==> config.mk <==
export PLATFORM = sky130hd
export DESIGN_NAME = load_store_unit
export DESIGN_NICKNAME = d
export VERILOG_FILES = /design/src/rtl/load_store_unit.sv
export SDC_FILE = /design/constraint.sdc
export NUM_CORES = 1
export LEC_CHECK = 0
export ABC_AREA = 1
export CORE_MARGIN = 2
export CORE_UTILIZATION = 42
export DETAILED_ROUTE_END_ITERATION = 7
export PLACE_DENSITY = 0.75
export SLEW_MARGIN = 25
export SYNTH_ARGS = -nofsm -noshare
export SYNTH_HDL_FRONTEND = slang
export SYNTH_SLANG_ARGS = --single-unit
==> constraint.sdc <==
create_clock -name clk -period 1.61 [get_ports clk]
set_input_delay 0.161 -clock clk [delete_from_list [all_inputs] [get_ports clk]]
set_output_delay 0.161 -clock clk [all_outputs]
set_load 0.05 [all_outputs]
==> src/rtl/load_store_unit.sv <==
`default_nettype none
// ============================================================================
// Module   : load_store_unit
// Brief    : RV32I load/store unit with a single-beat data-memory port,
//            legality checking and a bounded wait for the memory ack.
// Revision : 1.0
// ============================================================================
module load_store_unit #(
    parameter int unsigned TIMEOUT = 255
) (
    input  logic        clk,
    input  logic        rst_n,
    input  logic        mem_valid,
    output logic        mem_ready,
    input  logic        mem_we,
    input  logic [2:0]  mem_funct3,
    input  logic [31:0] mem_addr,
    input  logic [31:0] mem_wdata,
    output logic [31:0] data_m,
    output logic        mem_done,
    output logic        mem_exc,
    output logic        dm_req,
    output logic        dm_we,
    output logic [31:0] dm_addr,
    output logic [3:0]  dm_be,
    output logic [31:0] dm_wdata,
    input  logic        dm_ack,
    input  logic [31:0] dm_rdata
);

    localparam logic [16:0] C_TIMEOUT = 17'(TIMEOUT);

    typedef enum logic [0:0] {
        IDLE = 1'b0,
        BUSY = 1'b1
    } state_t;

    state_t      state_q, state_d;
    logic [15:0] cnt_q, cnt_d;
    logic [31:0] data_m_q, data_m_d;
    logic        done_q, done_d;
    logic        exc_q, exc_d;
    logic        dm_req_q, dm_req_d;
    logic        dm_we_q, dm_we_d;
    logic [31:0] dm_addr_q, dm_addr_d;
    logic [3:0]  dm_be_q, dm_be_d;
    logic [31:0] dm_wdata_q, dm_wdata_d;
    logic [2:0]  f3_q, f3_d;
    logic [1:0]  off_q, off_d;

    logic        funct3_ok;
    logic        misaligned;
    logic [3:0]  be_calc;
    logic [31:0] wdata_calc;
    logic [31:0] byte_shift;
    logic [31:0] half_shift;
    logic [31:0] load_val;
    logic [16:0] cnt_inc;

    // Request decode: legality, lane enables and lane-replicated store data
    always_comb begin
        funct3_ok  = 1'b0;
        misaligned = 1'b0;
        be_calc    = 4'b1111;
        wdata_calc = 32'd0;

        if (mem_we) begin
            funct3_ok = (mem_funct3 == 3'b000) || (mem_funct3 == 3'b001) ||
                        (mem_funct3 == 3'b010);
        end else begin
            funct3_ok = (mem_funct3 == 3'b000) || (mem_funct3 == 3'b001) ||
                        (mem_funct3 == 3'b010) || (mem_funct3 == 3'b100) ||
                        (mem_funct3 == 3'b101);
        end

        case (mem_funct3[1:0])
            2'b00: begin
                be_calc    = 4'b0001 << mem_addr[1:0];
                wdata_calc = {4{mem_wdata[7:0]}};
            end
            2'b01: begin
                misaligned = mem_addr[0];
                be_calc    = 4'b0011 << {mem_addr[1], 1'b0};
                wdata_calc = {2{mem_wdata[15:0]}};
            end
            default: begin
                misaligned = (mem_addr[1:0] != 2'b00);
                be_calc    = 4'b1111;
                wdata_calc = mem_wdata;
            end
        endcase

        if (!mem_we) begin
            wdata_calc = 32'd0;
        end
    end

    // Load extraction uses the offset and width captured at accept
    always_comb begin
        byte_shift = dm_rdata >> {off_q, 3'b000};
        half_shift = dm_rdata >> {off_q[1], 4'b0000};
        case (f3_q)
            3'b000:  load_val = {{24{byte_shift[7]}}, byte_shift[7:0]};
            3'b001:  load_val = {{16{half_shift[15]}}, half_shift[15:0]};
            3'b100:  load_val = {24'd0, byte_shift[7:0]};
            3'b101:  load_val = {16'd0, half_shift[15:0]};
            default: load_val = dm_rdata;
        endcase
    end

    always_comb begin
        state_d    = state_q;
        cnt_d      = cnt_q;
        data_m_d   = data_m_q;
        done_d     = 1'b0;
        exc_d      = 1'b0;
        dm_req_d   = dm_req_q;
        dm_we_d    = dm_we_q;
        dm_addr_d  = dm_addr_q;
        dm_be_d    = dm_be_q;
        dm_wdata_d = dm_wdata_q;
        f3_d       = f3_q;
        off_d      = off_q;
        cnt_inc    = {1'b0, cnt_q} + 17'd1;

        case (state_q)
            IDLE: begin
                if (mem_valid) begin
                    if (!funct3_ok || misaligned) begin
                        exc_d = 1'b1;
                    end else begin
                        state_d    = BUSY;
                        cnt_d      = 16'd0;
                        dm_req_d   = 1'b1;
                        dm_we_d    = mem_we;
                        dm_addr_d  = {mem_addr[31:2], 2'b00};
                        dm_be_d    = be_calc;
                        dm_wdata_d = wdata_calc;
                        f3_d       = mem_funct3;
                        off_d      = mem_addr[1:0];
                    end
                end
            end
            BUSY: begin
                // An ack arriving on the final allowed cycle still completes
                if (dm_ack) begin
                    state_d  = IDLE;
                    dm_req_d = 1'b0;
                    done_d   = 1'b1;
                    if (!dm_we_q) begin
                        data_m_d = load_val;
                    end
                end else if (cnt_inc >= C_TIMEOUT) begin
                    state_d  = IDLE;
                    dm_req_d = 1'b0;
                    exc_d    = 1'b1;
                end else begin
                    cnt_d = cnt_inc[15:0];
                end
            end
            default: begin
                state_d  = IDLE;
                dm_req_d = 1'b0;
            end
        endcase
    end

    always_ff @(posedge clk or negedge rst_n) begin
        if (!rst_n) begin
            state_q    <= IDLE;
            cnt_q      <= 16'd0;
            data_m_q   <= 32'd0;
            done_q     <= 1'b0;
            exc_q      <= 1'b0;
            dm_req_q   <= 1'b0;
            dm_we_q    <= 1'b0;
            dm_addr_q  <= 32'd0;
            dm_be_q    <= 4'd0;
            dm_wdata_q <= 32'd0;
            f3_q       <= 3'd0;
            off_q      <= 2'd0;
        end else begin
            state_q    <= state_d;
            cnt_q      <= cnt_d;
            data_m_q   <= data_m_d;
            done_q     <= done_d;
            exc_q      <= exc_d;
            dm_req_q   <= dm_req_d;
            dm_we_q    <= dm_we_d;
            dm_addr_q  <= dm_addr_d;
            dm_be_q    <= dm_be_d;
            dm_wdata_q <= dm_wdata_d;
            f3_q       <= f3_d;
            off_q      <= off_d;
        end
    end

    assign mem_ready = (state_q == IDLE);
    assign data_m    = data_m_q;
    assign mem_done  = done_q;
    assign mem_exc   = exc_q;
    assign dm_req    = dm_req_q;
    assign dm_we     = dm_we_q;
    assign dm_addr   = dm_addr_q;
    assign dm_be     = dm_be_q;
    assign dm_wdata  = dm_wdata_q;

endmodule
`default_nettype wire

==> Yosys cells after proc, flatten, opt, wreduce, memory -nomap -nowiden <==
Index checks and enable logic that the tools add are counted.
{ "totals": {"regBits": 124} }
{ "classes": {"n_addsub": 1, "magnitude_cmp": 1, "n_eq_ne": 13, "n_shift": 4, "n_mux": 28, "bitwise_logic": 3, "reduce_logical": 14} }
{ "op_table": {"columns": ["cell", "count"], "rows": [
  ["$pmux 32 s4", 1],
  ["$mux 16", 4],
  ["$pmux 32 s2", 1],
  ["$mux 32", 1],
  ["$pmux 16 s2", 1],
  ["$shr 32x5->16", 1],
  ["$shr 32x5->8", 1],
  ["$add 16x1->17 const B", 1],
  ["$ge 17x8->1 const B", 1],
  ["$mux 1", 15],
  ["$eq 3x3->1 const B", 4],
  ["$reduce_and 3->1", 3],
  ["$ne 2x2->1 const B", 4],
  ["$pmux 1 s2", 4],
  ["$pmux 4 s2", 1],
  ["$eq 3x1->1 const B", 2],
  ["$logic_not 3->1", 2],
  ["$logic_or 1x1->1", 5],
  ["$reduce_and 4->1", 1],
  ["$shl 1x2->4 const A", 1],
  ["$shl 2x2->4 const A", 1],
  ["$eq 3x2->1 const B", 1],
  ["$ne 3x2->1 const B", 1],
  ["$not 1->1", 3],
  ["other kinds (4)", 4]
]} }

==> Longest topological paths before layout <==
Gate-level depths: netlist (run 1).
{ "logic_depth": {"word_depth": 11, "ltp_mapped": 13, "mapped_depth_nobuf": 13} }

==> Worst setup path after synthesis (run 1) <==
OpenSTA, ideal clock, no wires.
{ "synth_timing": {"kind": "register to register", "start": "register cnt_q[1]", "end": "register cnt_q[14]", "arrival_time_ns": 1.626, "slack_ns": -0.135, "stages_incl_launch_ff": 13, "path_buffers": 0, "cell_sequence": "dfrtp_1 -> ha_1 -> nand2_2 -> nor2_2 -> nand3_1 -> nand2_1 -> nand2_1 -> nor2_1 -> nand2_1 -> nor2_2 -> nand3_4 -> nand2_4 -> nor2_2"} }
{ "synth_via": {"elab_chain_len": 4, "elab_cells_between_ends": 7, "cone_classes": "1 x add/sub; 1 x order compare; 1 x eq/ne; 3 x mux; 1 x reduce/logical"} }
{ "synth_rtl": {"columns": ["item", "line", "rtl"], "rows": [
  ["start, declared", "39", "logic [15:0] cnt_q, cnt_d;"],
  ["start signal, assigned", "184", "cnt_q <= cnt_d;"],
  ["$add 16x1->17 (*)", "124", "cnt_inc = {1'b0, cnt_q} + 17'd1;"],
  ["$ge 17x8->1 / $mux 16 (equally long branches)", "153", "end else if (cnt_inc >= C_TIMEOUT) begin"],
  ["$ne 2x2->1 (no source line) / $mux 16 (equally long branches)", null, null],
  ["$reduce_and 4->1 (no source line) / $pmux 16 s2 (equally long branches)", null, null]
]} }
Every way passes the cells marked *; elsewhere a longest branch is shown, timed or not. The select of a mux whose other input is x is not followed.
A chain may end at the register's enable or synchronous reset.

==> Worst setup path after layout (run 1) <==
Ends and elaborated chain as after synthesis.

==> results_dict.tcl, run 1 <==
set metrics [dict create \
    final_cells 1262 \
    vias 6401 \
    cts-root-buf "clkbuf_16" \
    grt_pass1_wl_mm 31.9 \
    r2r-end "cnt_q[14]" \
    switching_share_pct 43.5 \
    cp-end-kind "flop" \
    p_leak_nw 4.79 \
    dp_cells 1220 \
    core_area_sq_um 14400 \
    crit_required_ns 1.90 \
    grtUsageTotal_pct 25.1 \
    chipWidth_um 125 \
    multiInputGateArea_sq_um 2760 \
    postSynthAreaPerCell_sq_um 7.74 \
    power_switching_mw 6.81 \
    row_count 44 \
    htree_levels 4 \
    antenna_found_initial 0 \
    yosysWarnings 0 \
    rsz0062_at_grt "true" \
    postSynth.asyncResetShare_pct 100 \
    drc 0 \
    fmax_mhz 512 \
    ys_types 38 \
    p_per_area_nw_per_um2 1630 \
    drt_pre_antenna_iters 5 \
    reg2reg_slack_ns -0.34 \
    combinationalPowerShare_pct 45.7 \
    ys_seq_elements 124 \
    dp_hpwl_mm 14.1 \
    clkPwrFrac_pct 24.8 \
    start_util_pct 42.6 \
    synth_seq_area_share_pct 50.7 \
    nets 1172 \
    viasPerCell 5.07 \
    slew_violations 0 \
    violations "setup timing" \
    nFillCells 1186 \
    critical_path_class "flop to flop" \
    grt_max_degree 45 \
    areaGrowthSynthToFinish_pct 57.0 \
    timing.rr.start "cnt_q[1]" \
    cp_data_arrival_time_ns 2.24 \
    synthFlopType "dfrtp_1" \
    finalHoldViolations 0 \
    cp-start-kind "flop" \
    synth_edf_count 0 \
    io_buffer_count 206 \
    seq_area_sq_um 3110 \
    dr.first_iter.drc_count 490 \
    io_pins 209 \
    status "finished with violations" \
    wl_per_cell_um 15.4 \
    vdd_drop_max_uv 1120 \
    r2r_cells 12 \
    fin_util_pct 66.8 \
    syn_area_sq_um 6120 \
    hp-class "input pin to async pin" \
    power_frac_seq_pct 29.5 \
    endpoint "cnt_q[14]" \
    numCtsBuffers 17 \
    grt-ovfl-total 0 \
    grt_pass1_vias 6522 \
    clock_skew_ns 0.00993 \
    clock_latency_ns 0.41 \
    diodes 0 \
    clk_pin_slew_worst_paths_ns 0.06 \
    final_common_cell "nand2_1" \
    clockBufferDepth 2 \
    fp.dieH_um 125 \
    drt_wl_total_mm 19.4 \
    power.internal_mw 8.85 \
    dp_slack_ns -0.317 \
    cts_tree "yes" \
    post-route-period-util_pct 121 \
    period_minus_slack_ns 1.95 \
    cp-startpoint "cnt_q[1]" \
    path_max_fanout 8 \
    syn_inst 790 \
    layout_setup_ws_ns -0.344 \
    drive_gt1_share_pct 26.0 \
    mostFrequentLayoutCells "nand2_1, buf_4, dfrtp_1" \
    ant_nets 0 \
    dieArea_sq_um 15500 \
    clock_sinks 124 \
    cap_violations 0 \
    gp_congestion 0.935 \
    setup_violations 19 \
]
## area by class of cell
type	instances	area share, %
Tap cell	184	2.40
Clock buffer	23	5.19
Multi-Input combinational cell	556	28.7
Clock inverter	8	1.13
Timing Repair Buffer	290	27.2
Inverter	77	3.01
Sequential cell	124	32.4
## flip-flops by register name, indices dropped and copies added (netlist names)
name and count:
cnt_q 16, data_m 32, dm_addr 30, dm_be 4
dm_req 1, dm_wdata 32, dm_we 1, f3_q 3
mem_done 1, mem_exc 1, off_q 2, state_q 1
## worst max-delay path: stages, from the launching register on
cell,delay (ns)
dfrtp_2,0.41
buf_6,0.12
nand2_4,0.05
nor2_4,0.21
nand2_2,0.12
nor2_4,0.13
nand3_2,0.09
nand2_2,0.12
nand2_2,0.07
nor2_4,0.13
nand3_4,0.18
nand2_8,0.15
nor2_2,0.04
## metrics by stage
step / power [mW] / instance area, sq um / TNS, ns / hold slack, ns
after floorplan: 8.89 / 6150 / -1.54 / -0.135
after global placement: 11.5 / 8730 / -22.76 / 0.0195
after detailed placement: 11.5 / 8730 / -26.40 / 0.0194
after CTS: 15.6 / 9480 / -4.40 / 0.171
after global routing: 16.4 / 9600 / -7.44 / 0.180
final: 15.7 / 9600 / -5.83 / 0.173
## power groups by stage
stage	combinational, mW	clock (mW)	sequential [mW]
finish	7.15	3.88	4.62
global route	7.58	4.08	4.74
CTS	7.04	3.93	4.59
detailed placement	6.94	0	4.59
global placement	6.84	0	4.61
floorplan	1.44	0	7.45
## worst min-delay path by stage
stage | slack [ns] | to | cells after the start | start
2_1_floorplan | -0.13 | cnt_q[0] | 0 | rst_n
3_3_place_gp | 0.02 | data_m[10] | 1 | rst_n
3_5_place_dp | 0.02 | data_m[10] | 1 | rst_n
4_1_cts | 0.17 | data_m[8] | 2 | rst_n
5_1_grt | 0.18 | data_m[8] | 2 | rst_n
6_report | 0.17 | data_m[8] | 2 | rst_n
## metal layers
layer / vias up / track usage, % / wire (um)
li1: 3112 / - / -
met1: 2971 / 32.1 / 8100
met2: 274 / 40.9 / 9180
met3: 44 / 6.66 / 1600
met4: 0 / 9.52 / 529
met5: - / 0 / 0
## cell families (layout without fill, tap and decap cells)
logic type | after synthesis | in the layout | share of synthesized area [%]
fa+ha+maj | 2 | 2 | 0.409
xor+xnor | 1 | 1 | 0.143
simple gates | 387 | 389 | 26.5
buf+inv | 113 | 398 | 7.45
compound gates | 162 | 162 | 14.7
other cells | 1 | 2 | 0.0613
flops | 124 | 124 | 50.7
## cells in the mapped netlist, drive strengths merged (2+ instances only)
library cell	n	area share [%]
nand4	15	1.5
ha	2	0.41
o41ai	3	0.43
dfrtp	124	51
nor2	71	5.3
o211ai	3	0.37
inv	77	4.7
nand3	31	2.7
nand2	266	17
a21oi	48	3.9
o21bai	2	0.25
a211oi	5	0.61
o31ai	2	0.25
o21ai	84	6.9
clkbuf	21	1.3
o221ai	7	1.0
buf	15	1.4
o22ai	2	0.20
a21boi	2	0.25
nor3	2	0.16
## what timing repair did
action | CTS | global route
hold buffers | 1 | 0
hold endpoints to repair | 124 | 0
pin swaps | 13 | 9
gates cloned | 2 | 0
setup buffers | 6 | 2
setup endpoints to repair | 47 | 73
gates resized for setup | 18 | 27
Note: power is estimated with default switching activity, not from simulation.
==> run 2, diff against run 1 <==
--- a/config.mk
+++ b/config.mk
@@ -7,9 +7,10 @@
 export LEC_CHECK = 0
 export ABC_AREA = 1
 export CORE_MARGIN = 2
-export CORE_UTILIZATION = 42
+export CORE_UTILIZATION = 43
+export CTS_BUF_LIST = sky130_fd_sc_hd__clkbuf_4
 export DETAILED_ROUTE_END_ITERATION = 7
-export PLACE_DENSITY = 0.75
+export PLACE_DENSITY = 0.76
 export SLEW_MARGIN = 25
 export SYNTH_ARGS = -nofsm -noshare
 export SYNTH_HDL_FRONTEND = slang
==> run 2 against run 1 <==
  * The flow still finishes with violations (setup timing)
  * Register-to-register slack got worse by 0.05 ns
  * Critical path type unchanged
  * Critical path depth did not move
  * Sequential share of layout area rose by 0.47 points
  * Sequential power barely moved
  * Critical endpoint is now cnt_q[11]
  * Highest routed layer unchanged
  * Sequential cell count did not move
==> results_dict.tcl, run 2 (same netlist as run 1, synthesis figures left out) <==
set metrics [dict create \
    cp-start-kind "flop" \
    post-route-period-util_pct 124 \
    period_minus_slack_ns 2.00 \
    grt_max_degree 37 \
    io_buffer_count 206 \
    fin_area_sq_um 9450 \
    start_util_pct 44.1 \
    critPathSlowestCell "dfrtp_2" \
    viasPerCell 5.16 \
    drt_pre_antenna_iters 5 \
    core_area_sq_um 13900 \
    slew_violations 0 \
    drive_gt1_share_pct 29.3 \
    io_pins 209 \
    dieArea_sq_um 15200 \
    r2r_cells 12 \
    rsz0062_at_grt "true" \
    p_leak_nw 4.75 \
    grtUsageTotal_pct 25.6 \
    antenna_found_initial 1 \
    max_stage_delay_ns 0.43 \
    path_max_fanout 7 \
    clockBufferDepth 2 \
    holdWs_ns 0.0990 \
    vdd_drop_max_uv 968 \
    layout_setup_ws_ns -0.394 \
    final_cells 1270 \
    drc 0 \
    crit_chain "buf_6, nand2_4, nor2_4, nand2_2, nor2_4, nand3_2, nand2_2, nand2_2, nor2_4, nand3_4, nand2_8, nor2_2" \
    row_count 43 \
    numCtsBuffers 17 \
    finalHoldViolations 0 \
    grt-ovfl-total 0 \
    p_per_area_nw_per_um2 1510 \
    clock_skew_ns 0.0252 \
    hp-class "input pin to async pin" \
    cts-root-buf "clkbuf_4" \
    wl_per_cell_um 15.5 \
    chipWidth_um 123 \
    mostFrequentLayoutCells "nand2_1, buf_4, dfrtp_1" \
    grt_pass1_wl_mm 30.1 \
    setup_violations 27 \
    gp_congestion 0.880 \
    status "finished with violations" \
    clock_sinks 124 \
    areaGrowthSynthToFinish_pct 54.5 \
    ant_nets 0 \
    crit_required_ns 2.03 \
    fp.dieH_um 123 \
    nets 1182 \
    drt_wl_total_mm 19.7 \
    dp_hpwl_mm 13.7 \
    vias 6553 \
    total_power_mw 14.3 \
    dp_slack_ns -0.369 \
    dp_cells 1215 \
    violations "setup timing" \
    final_common_cell "nand2_1" \
    place_area_sq_um 8640 \
    dr.first_iter.drc_count 568 \
    cap_violations 0 \
    cts_tree "yes" \
    cp_data_arrival_time_ns 2.43 \
    critical_path_class "flop to flop" \
    clk_pin_slew_worst_paths_ns 0.13 \
    grt_pass1_vias 6200 \
    clock_latency_ns 0.55 \
    htree_levels 4 \
    cp-end-kind "flop" \
    nFillCells 1110 \
    fmax_mhz 499 \
]
[run 2: per-stage QoR]
stage,util [%],setup TNS [ns]
CTS,66.0,-5.35
floorplan,-,-1.54
detailed placement,62.3,-32.71
global placement,62.3,-26.08
finish,68.1,-7.02
global route,68.1,-10.12
[run 2: area by class of cell]
type	count	area, sq um	area share, %
clock inverter	13	139	1.47
antenna	1	2.50	0.0265
timing repair buffer	300	2640	27.9
inverter	77	294	3.11
clock buffer	19	143	1.51
multi-input combinational	556	2900	30.7
tap	180	225	2.38
sequential	124	3100	32.8
[run 2: routing by layer]
layer	up-vias	GRT usage [%]	part of all wire (%)
li1	3132	-	-
met1	3087	32.3	40
met2	294	40.4	48
met3	40	8.21	9.1
met4	0	11.1	2.0
met5	-	0	0
[run 2: worst max-delay path: cells and delay by family, from the launching register on]
kind | cells | cell delay, ns
simple gates | 11 | 1.31
flops | 1 | 0.43
buf+inv | 1 | 0.13
[run 2: timing repair]
action                                  CTS  global route
hold buffers                              1             0
cloned                                    2             1
pin swaps                                16             9
resized for setup                        29            79
endpoints found under the hold margin   124             0
endpoints found under the setup margin   41            65
setup buffers                            11             7
[run 2: where the power goes]
group          internal [mW]  switching (mW)
clock network          0.961            1.27
registers               4.00           0.610
logic                   2.48            4.95
total                   7.44            6.83
[run 2: path summary, 6_finish.rpt]
kind / from / endpoint / slack [ns]
max: cnt_q[1] / cnt_q[11] / -0.39
min reg2reg: dm_addr[24] / dm_addr[24] / 0.49
max in group asynchronous: rst_n / dm_wdata[15] / 0.90
min in group clk: mem_addr[8] / dm_addr[8] / 0.13
min: rst_n / data_m[13] / 0.1
max reg2reg: cnt_q[1] / cnt_q[11] / -0.39
==> edit, RTL diff (flow settings as in run 2) <==
Take the reset off `dm_addr_q` and load it in a clocked block of its own.
--- a/src/rtl/load_store_unit.sv
+++ b/src/rtl/load_store_unit.sv
@@ -175,5 +175,4 @@
             dm_req_q   <= 1'b0;
             dm_we_q    <= 1'b0;
-            dm_addr_q  <= 32'd0;
             dm_be_q    <= 4'd0;
             dm_wdata_q <= 32'd0;
@@ -188,5 +187,4 @@
             dm_req_q   <= dm_req_d;
             dm_we_q    <= dm_we_d;
-            dm_addr_q  <= dm_addr_d;
             dm_be_q    <= dm_be_d;
             dm_wdata_q <= dm_wdata_d;
@@ -194,4 +192,8 @@
             off_q      <= off_d;
         end
+    end
+
+    always_ff @(posedge clk) begin
+        dm_addr_q <= dm_addr_d;
     end
 
Behaviour: not the same (a bounded check fails within 4 cycles, from zero or initial values and one cycle with rst_n low).
==> edit against run 2 <==
The flow still finishes with violations (negative setup slack); first-iteration DRC count shrank 25%; wire length shrank 12%; sequential cell count is the same; total power shrank 14%; largest cell class unchanged; critical path depth shrank 1; highest routed layer unchanged; synthesized area shrank 6.7%; cell area shrank 8.7%; setup slack gained 0.044 ns.
==> edit: results (changes against run 2) <==
Final HPWL from detailed placement = 12.67 mm (-7.6%)
Ys async rst share = 75.81% (-24 points)
Leak = 0.004007 uW (-16%)
DP Worst Slack = -0.4316 ns (-0.06298 ns)
Post-synth EDFFs = 30 (+30)
Largest net degree at the start of global routing = 42 (+14%)
Post-CTS Setup Repair Bufs = 5 (-6)
Status = complete, but fails checks
Final setup TNS = -5.866 ns (+1.154 ns)
Worst clock skew = 0.01665 ns (-0.008557 ns)
Dominant cells by area after synthesis = dfrtp_1 (41%), edfxtp_1 (16%), nand2_1 (9.7%), o21ai_0 (7.2%), inv_1 (4.7%)
Layout Nets = 1008 (-15%)
Share of layout cells above drive strength 1 = 27.32% (-2.0 points)
Initial antenna violation count = 0 (-1)
RD Place Congestion = 0.8934 (+1.5%)
Worst setup margin = -0.3500 ns (+0.04352 ns)
Worst R2R Path Depth = 11 (-1)
R2R Path End = cnt_q[9]
Drt wl/cell = 15.89 um (+2.4%)
Worst-path maximum fanout = 6 (-1)
Maximum vdd drop = 0.0008459 V (-13%)
Arrival time worst endpoint = 2.41 ns (-0.02 ns)
Post-synth top cells = nand2_1 (147), dfrtp_1 (94), o21ai_0 (82)
Failing checks = negative setup slack
Distinct cell type count after synthesis = 36 (-5.3%)
Register area share after synthesis = 57.01% (+6.3 points)
First-pass GRT wire length = 26.83 mm (-11%)
Setup violators final = 19 (-30%)
GRT Total Usage = 23.98% (-1.6 points)
## edit: changes by cell type in the layout (fill, tap and decap cells not counted), sizes merged, moves of 13 or more
cell           run 2  this run
nand2            267       150
buf              196       161
dfrtp            124        94
edfxtp             0        30
o211ai             3        25
a21oi             48        35
nor2              71        58
## edit: area by class of cell
type,count,area share (%)
well taps,176,2.553
inverters,74,3.351
clock inverters,14,1.683
multi-input cells,421,26.27
clock buffers,18,1.567
repair buffers,264,26.79
flip-flops and latches,124,37.79
## edit: worst min path at each step
stage | slack [ns] | startpoint | endpoint | cells past startpoint
2_1_floorplan | -0.13 | rst_n | cnt_q[0] | 0
3_3_place_gp | 0.12 | rst_n | data_m[19] | 1
3_5_place_dp | 0.12 | rst_n | data_m[19] | 1
4_1_cts | 0.05 | rst_n | data_m[19] | 2
5_1_grt | 0.05 | rst_n | data_m[25] | 2
6_report | 0.06 | rst_n | data_m[27] | 2
## edit: where the power goes
group	switching (uW)	internal (uW)
sequential	484	3940
combinational	3860	1820
clock	1230	937
total	5570	6690
## edit: per-stage QoR
stage,cells,cell area [um2]
final,1091,8626
after global routing,1091,8626
after CTS,1087,8474
after detailed placement,1047,8066
after global placement,1047,8066
after floorplan,643,5748
## edit: cells by family after synthesis
family,Yosys count,share of synthesized area (%)
adders and majority gates,2,0.4384
and+or+nand+nor,249,18.83
DFF,124,57.01
buffers and inverters,100,6.753
other,1,0.06571
AOI/OAI and AO/OA,159,15.83
xor gates and xnor gates,7,1.074
## edit: metal layers
metal  share of wire, %  track usage (%)  vias up
li1                   -                -     2691
met1                 41            29.33     2669
met2                 49            40.19      218
met3                7.8            7.950       35
met4                2.2            7.515        0
met5                  0                0        -
